<file path="config.mk">
export PLATFORM = sky130hd
export DESIGN_NAME = usb_bit_timer
export DESIGN_NICKNAME = d
export VERILOG_FILES = /design/src/rtl/usb_bit_timer.sv
export SDC_FILE = /design/constraint.sdc
export NUM_CORES = 1
export LEC_CHECK = 0
export BUFFER_PORTS_ARGS = -buffer_cell sky130_fd_sc_hd__buf_2
export CORE_ASPECT_RATIO = 0.5
export CORE_MARGIN = 5
export CORE_UTILIZATION = 40
export CTS_CLUSTER_SIZE = 24
export DETAILED_ROUTE_END_ITERATION = 8
export PLACE_DENSITY = 0.71
export SETUP_SLACK_MARGIN = 0.02
export SYNTH_ARGS = -nofsm -noshare
export SYNTH_HDL_FRONTEND = slang
export SYNTH_SLANG_ARGS = --single-unit
</file>
<file path="constraint.sdc">
create_clock -name clk -period 9.25 [get_ports clk]
set_input_delay 1.85 -clock clk [delete_from_list [all_inputs] [get_ports clk]]
set_output_delay 1.85 -clock clk [all_outputs]
set_load 0.02 [all_outputs]
</file>
<file path="src/rtl/usb_bit_timer.sv">
// Bit-period timer for USB receive: sample/shift strobes from a programmable period,
// phase realignment on data edges, and bit position tracking within a word.
module usb_bit_timer #(
    parameter int CNT_W         = 5,
    parameter int START_ON_EDGE = 1,
    parameter int BITS_PER_WORD = 8
) (
    input  logic                              clk,
    input  logic                              rst,
    input  logic                              en,
    input  logic [CNT_W-1:0]                  period,
    input  logic [CNT_W-1:0]                  sample_pt,
    input  logic                              edge_in,
    output logic                              sample_strobe,
    output logic                              shift_strobe,
    output logic                              byte_done,
    output logic                              slip,
    output logic [$clog2(BITS_PER_WORD)-1:0]  bit_idx,
    output logic                              running
);

    localparam int IDX_W = $clog2(BITS_PER_WORD);

    typedef enum logic [1:0] {IDLE, WAIT_EDGE, RUN} state_t;

    state_t           state;
    logic [CNT_W-1:0] count;
    logic [CNT_W-1:0] per_q;
    logic [CNT_W-1:0] sp_q;
    logic [CNT_W-1:0] per_eff;
    logic [CNT_W-1:0] sp_eff;
    logic             active;
    logic             at_per;
    logic             early;
    logic             late;

    // A zero period degenerates to 2 clocks/bit; an out-of-range sample point falls back to mid-bit.
    assign per_eff = (per_q == '0) ? CNT_W'(1) : per_q;
    assign sp_eff  = (sp_q == '0 || sp_q >= per_eff) ? (per_eff >> 1) : sp_q;

    assign active = (state == RUN) && en && !rst;
    assign at_per = (count == per_eff);
    assign early  = edge_in && (count != '0) && (count >= sp_eff) && (count < per_eff);
    assign late   = edge_in && (count != '0) && (count < sp_eff);

    assign sample_strobe = active && (count == sp_eff);
    assign shift_strobe  = active && (at_per || early);
    assign slip          = active && (early || late);
    assign byte_done     = shift_strobe && (bit_idx == IDX_W'(BITS_PER_WORD - 1));
    assign running       = (state == RUN);

    always_ff @(posedge clk) begin
        if (rst) begin
            state   <= IDLE;
            count   <= '0;
            bit_idx <= '0;
            per_q   <= '0;
            sp_q    <= '0;
        end else begin
            if (state == IDLE) begin
                per_q <= period;
                sp_q  <= sample_pt;
            end
            if (!en) begin
                state   <= IDLE;
                count   <= '0;
                bit_idx <= '0;
            end else begin
                case (state)
                    IDLE: begin
                        count   <= '0;
                        bit_idx <= '0;
                        state   <= (START_ON_EDGE != 0) ? WAIT_EDGE : RUN;
                    end
                    WAIT_EDGE: begin
                        count <= '0;
                        if (edge_in) begin
                            state <= RUN;
                            count <= CNT_W'(1);
                        end
                    end
                    RUN: begin
                        // Any edge off phase 0 restarts the bit with the edge cycle as phase 0.
                        if (edge_in && count != '0)
                            count <= CNT_W'(1);
                        else if (at_per)
                            count <= '0;
                        else
                            count <= count + CNT_W'(1);
                        if (shift_strobe)
                            bit_idx <= bit_idx + IDX_W'(1);
                    end
                    default: begin
                        state <= IDLE;
                        count <= '0;
                    end
                endcase
            end
        end
    end

endmodule
</file>
==> report_table.html <==
<table>
<tr><th>Metric</th><th>Value</th></tr>
<tr><th colspan="2">CTS</th></tr>
<tr><td>TritonCTS Sinks</td><td>20</td></tr>
<tr><td>Post-CTS resize count</td><td>0</td></tr>
<tr><td>CTS H-Tree Depth</td><td>1</td></tr>
<tr><td>Buffer levels on the longest clock path</td><td>2</td></tr>
<tr><td>Clock transition at the registers of the reported paths</td><td>0.08 ns</td></tr>
<tr><td>Post-CTS Repair Setup Buffers</td><td>0</td></tr>
<tr><td>CTS buffer count</td><td>3</td></tr>
<tr><td>Insertion delay to the later sink of the worst-skew pair</td><td>0.26 ns</td></tr>
<tr><td>TritonCTS clock tree</td><td>yes</td></tr>
<tr><td>Clock Tree Root</td><td>sky130_fd_sc_hd__clkbuf_8</td></tr>
<tr><td>Number of buffers inserted by hold repair at cts</td><td>0</td></tr>
<tr><th colspan="2">Route</th></tr>
<tr><td>Wirelength per Cell</td><td>between 10 and 15 um</td></tr>
<tr><td>Total number of vias</td><td>roughly 1,100</td></tr>
<tr><td>Number of search-and-repair iterations in the first detailed-routing pass</td><td>4</td></tr>
<tr><td>Final WL</td><td>about 2700 um</td></tr>
<tr><td>Detail Route Antenna Nets</td><td>0</td></tr>
<tr><td>Remaining design rule violation count</td><td>0</td></tr>
<tr><td>First DRT Iteration DRCs</td><td>75</td></tr>
<tr><td>Number of vias per cell</td><td>just over 5</td></tr>
<tr><th colspan="2">Die</th></tr>
<tr><td>Num ports</td><td>22</td></tr>
<tr><td>Die Span X</td><td>92.3 um</td></tr>
<tr><td>Height of the chip</td><td>51.1 um</td></tr>
<tr><td>Core outline area</td><td>3120 sq um</td></tr>
<tr><td>Row count</td><td>14</td></tr>
<tr><td>Area enclosed by the die boundary</td><td>approximately 4700 sq um</td></tr>
<tr><td>Starting utilization of the core area</td><td>43.4%</td></tr>
<tr><th colspan="2">Logic synthesis</th></tr>
<tr><td>Synth Warn #</td><td>0</td></tr>
<tr><td>Number of different library cells in the post-synthesis netlist</td><td>36</td></tr>
<tr><td>Flip-flop and latch count after synthesis</td><td>20</td></tr>
<tr><td>Area contributors post-synth</td><td>sky130_fd_sc_hd__dfxtp_1 (30%), sky130_fd_sc_hd__ha_1 (21%), sky130_fd_sc_hd__mux2i_1 (10%), sky130_fd_sc_hd__nor2_1 (5.5%), sky130_fd_sc_hd__inv_1 (3.9%)</td></tr>
<tr><td>Combined area of all synthesized cells</td><td>1350 sq um</td></tr>
<tr><td>Yosys top cell area share</td><td>29.6%</td></tr>
<tr><td>Synthesized area per cell</td><td>just under 9 sq um</td></tr>
<tr><td>Post-synthesis cell type with the largest combined area</td><td>sky130_fd_sc_hd__dfxtp_1</td></tr>
<tr><td>Seq/Total Area, Yosys</td><td>between 20% and 30%</td></tr>
<tr><td>Number of nets produced by synthesis</td><td>190</td></tr>
<tr><td>Gate count after technology mapping</td><td>153</td></tr>
<tr><th colspan="2">Finish</th></tr>
<tr><td>Proportion of layout cells with a drive suffix above 1</td><td>16.1%</td></tr>
<tr><td>Final core area utilization</td><td>between 50% and 60%</td></tr>
<tr><td>Commonest non-fill, non-tap cell in the layout</td><td>sky130_fd_sc_hd__ha_1</td></tr>
<tr><td>Most frequent cells in the layout</td><td>sky130_fd_sc_hd__ha_1 (23), sky130_fd_sc_hd__buf_2 (21), sky130_fd_sc_hd__nor2_1 (20), sky130_fd_sc_hd__dfxtp_1 (20)</td></tr>
<tr><td>Final layout net count</td><td>about 210</td></tr>
<tr><td>Filler cell count</td><td>307</td></tr>
<tr><td>Area Overhead vs Synth</td><td>15.5%</td></tr>
<tr><td>Antenna diode instance count</td><td>0</td></tr>
<tr><td>Final non-filler cell total</td><td>214</td></tr>
<tr><th colspan="2">Place</th></tr>
<tr><td>Port-buffer cells</td><td>21</td></tr>
<tr><td>Final weighted congestion of routability-driven global placement</td><td>0.830</td></tr>
<tr><td>Post-detailed-placement half-perimeter wirelength</td><td>~2200 um</td></tr>
<tr><td>Number of placed instances with taps included</td><td>210</td></tr>
<tr><th colspan="2">Global route</th></tr>
<tr><td>Maximum number of pins on one net before global-route repair</td><td>15</td></tr>
<tr><td>Wire length of the first global-routing pass</td><td>4750 um</td></tr>
<tr><td>Total overflow reported by the global router</td><td>0</td></tr>
<tr><td>GRT Util Overall</td><td>12.5%</td></tr>
<tr><td>Antenna violations before repair</td><td>0</td></tr>
<tr><td>Via count of the first global-routing pass</td><td>1,054</td></tr>
<tr><th colspan="2">Power</th></tr>
<tr><td>Power density over cell area</td><td>145 nW/um^2</td></tr>
<tr><td>Net Sw Power</td><td>around 0.058 mW</td></tr>
<tr><td>Internal power summed over all cells</td><td>0.169 mW</td></tr>
<tr><td>Leakage power</td><td>0.758 nW</td></tr>
<tr><td>Switching power as a share of total power</td><td>25.6%</td></tr>
<tr><td>Proportion of power drawn by the clock network</td><td>38.5%</td></tr>
<tr><td>Max VDD drop</td><td>81.6 uV</td></tr>
<tr><td>Power consumption</td><td>0.227 mW</td></tr>
<tr><td>Sequential group share of total power</td><td>about 40%</td></tr>
<tr><td>Combinational group share of total power</td><td>20.5%</td></tr>
<tr><th colspan="2">Critical path</th></tr>
<tr><td>Critical Path Fanout Max</td><td>4</td></tr>
<tr><td>Critical path buffer and inverter count</td><td>2</td></tr>
<tr><td>Type of the worst setup path</td><td>reg2out</td></tr>
<tr><td>Cell with the largest stage delay on the worst path</td><td>sky130_fd_sc_hd__a41oi_1</td></tr>
<tr><td>Largest incremental delay on the critical path</td><td>0.41 ns</td></tr>
<tr><td>Top cell family by delay on the critical path</td><td>compound AO/OA/AOI/OAI gates</td></tr>
<tr><td>Startpoint type of the worst setup path</td><td>register</td></tr>
<tr><td>Arrival time of data at the critical path endpoint</td><td>3.70 ns</td></tr>
<tr><td>Type of destination of the critical path</td><td>output port</td></tr>
<tr><td>Cells along the critical path</td><td>inv_1 &gt; a41o_1 &gt; ha_1 &gt; nand2b_1 &gt; a211oi_1 &gt; o21a_1 &gt; o21a_1 &gt; mux2i_1 &gt; ha_1 &gt; a21oi_1 &gt; o221ai_1 &gt; a41oi_1 &gt; nor2_1 &gt; and2_1 &gt; buf_2</td></tr>
<tr><td>Worst EP required</td><td>7.40 ns</td></tr>
<tr><th colspan="2">Timing</th></tr>
<tr><td>Slew at the pin with the worst max-slew slack</td><td>0.743 ns</td></tr>
<tr><td>Number of setup violations in the final report</td><td>0</td></tr>
<tr><td>Max Slew Vio Count</td><td>0</td></tr>
<tr><td>Final cycle utilization of the critical path</td><td>60.0%</td></tr>
<tr><td>Worst relative slew slack</td><td>approximately half</td></tr>
<tr><td>Fmax</td><td>0.180 GHz</td></tr>
<tr><td>Min Tclk post-route</td><td>5.55 ns</td></tr>
<tr><td>RSZ-0062 raised after global routing</td><td>no</td></tr>
<tr><td>Skew final</td><td>approximately 0.0048 ns</td></tr>
<tr><td>Final-layout setup total negative slack</td><td>0 ns</td></tr>
<tr><td>Final hold viol count</td><td>0</td></tr>
<tr><th colspan="2">Run status</th></tr>
<tr><td>Result of the run</td><td>completed</td></tr>
<tr><th colspan="2">Worst hold path</th></tr>
<tr><td>Tightest Hold Check Type</td><td>reg2reg</td></tr>
<tr><th colspan="2">Flow run</th></tr>
<tr><td>Count of max-cap constraint violations</td><td>0</td></tr>
</table>
## layout make-up
type	count	area [sq um]	share of cell area (%)
Multi-Input combinational cell	115	885	56.6
Sequential cell	20	400	25.6
Timing Repair Buffer	21	105	6.72
Inverter	14	52.6	3.36
Tap cell	40	50.0	3.20
Clock buffer	3	41.3	2.64
Clock inverter	1	30.0	1.92
## Yosys cell counts (all sizes together)
cell type	number
o21ai	5
nand4b	1
clkbuf	3
buf	1
nor2	20
nor3	1
a41oi	1
a41o	1
o22ai	1
mux2i	14
nand4	2
nand2b	3
or3	1
nor3b	1
a31oi	1
nor2b	3
o221ai	2
a21o	1
xor2	3
dfxtp	20
nor4b	1
or4	1
a211oi	2
inv	14
a21oi	6
o211ai	1
o21a	2
a2bb2oi	1
and3	2
and2	1
or4b	1
ha	23
a22oi	1
nand2	6
xnor2	1
nand3	5
## metal layers
layer  track usage [%]  vias to the layer above  routed length [um]  share of wire [%]
li1                  -                      582                   -                  -
met4              2.96                        0                  21               0.77
met1              16.8                      498                1400                 52
met2              20.3                       22                1180                 43
met5                 0                        -                   0                  0
met3              3.37                        5                 115                4.2
## final timing paths
check / startpoint / end / slack (ns) / cells past startpoint
setup / recovery: per_q[2] / byte_done / 3.70 / 15
hold reg to reg: per_q[2] / per_q[2] / 0.50 / 2
setup reg to reg: per_q[2] / bit_idx[1] / 5.88 / 14
hold / removal: per_q[2] / per_q[2] / 0.50 / 2
## through the flow
stage	setup slack (ns)	area [sq um]	hold slack [ns]
finish	3.70	1560	0.502
floorplan	4.21	1350	0.460
detailed placement	4.00	1490	0.484
global placement	4.09	1490	0.479
global route	3.38	1560	0.538
CTS	3.67	1560	0.504
## worst reg2reg max path, stage by stage, from the launching register on
cell and delay (ns):
sky130_fd_sc_hd__dfxtp_1 0.33, sky130_fd_sc_hd__inv_1 0.10, sky130_fd_sc_hd__a41o_1 0.27, sky130_fd_sc_hd__ha_1 0.26, sky130_fd_sc_hd__nand2b_1 0.14, sky130_fd_sc_hd__a211oi_1 0.23, sky130_fd_sc_hd__o21a_1 0.21, sky130_fd_sc_hd__o21a_1 0.24
sky130_fd_sc_hd__mux2i_1 0.22, sky130_fd_sc_hd__ha_1 0.26, sky130_fd_sc_hd__a21oi_1 0.17, sky130_fd_sc_hd__o221ai_1 0.16, sky130_fd_sc_hd__a41oi_1 0.41, sky130_fd_sc_hd__nor2_1 0.11, sky130_fd_sc_hd__o22ai_1 0.17
## registers in the layout, summed over array words and instances, names as in the netlist
signal / cells
bit_idx: 3
count: 5
per_q: 5
sp_q: 5
state: 2
## power by group through the flow
| stage | clock network [mW] | registers, mW | logic, mW |
|---|---|---|---|
| 2_1_floorplan | 0 | 0.0941 | 0.0362 |
| 3_3_place_gp | 0 | 0.0951 | 0.0452 |
| 3_5_place_dp | 0 | 0.0952 | 0.0464 |
| 4_1_cts | 0.0908 | 0.0932 | 0.0467 |
| 5_1_grt | 0.0938 | 0.0939 | 0.0536 |
| 6_report | 0.0876 | 0.0932 | 0.0465 |
## kinds of logic (layout without fill, tap and decap cells)
| family | count (synthesis) | in the layout | synth area share (%) |
|---|---|---|---|
| compound gates | 25 | 25 | 12.2 |
| xor+xnor | 4 | 4 | 2.59 |
| fa+ha+maj | 23 | 23 | 21.3 |
| buf+inv | 18 | 39 | 5.08 |
| flops | 20 | 20 | 29.6 |
| mux | 14 | 14 | 10.4 |
| simple gates | 49 | 49 | 18.9 |
Power figures use the tool's default switching activity.
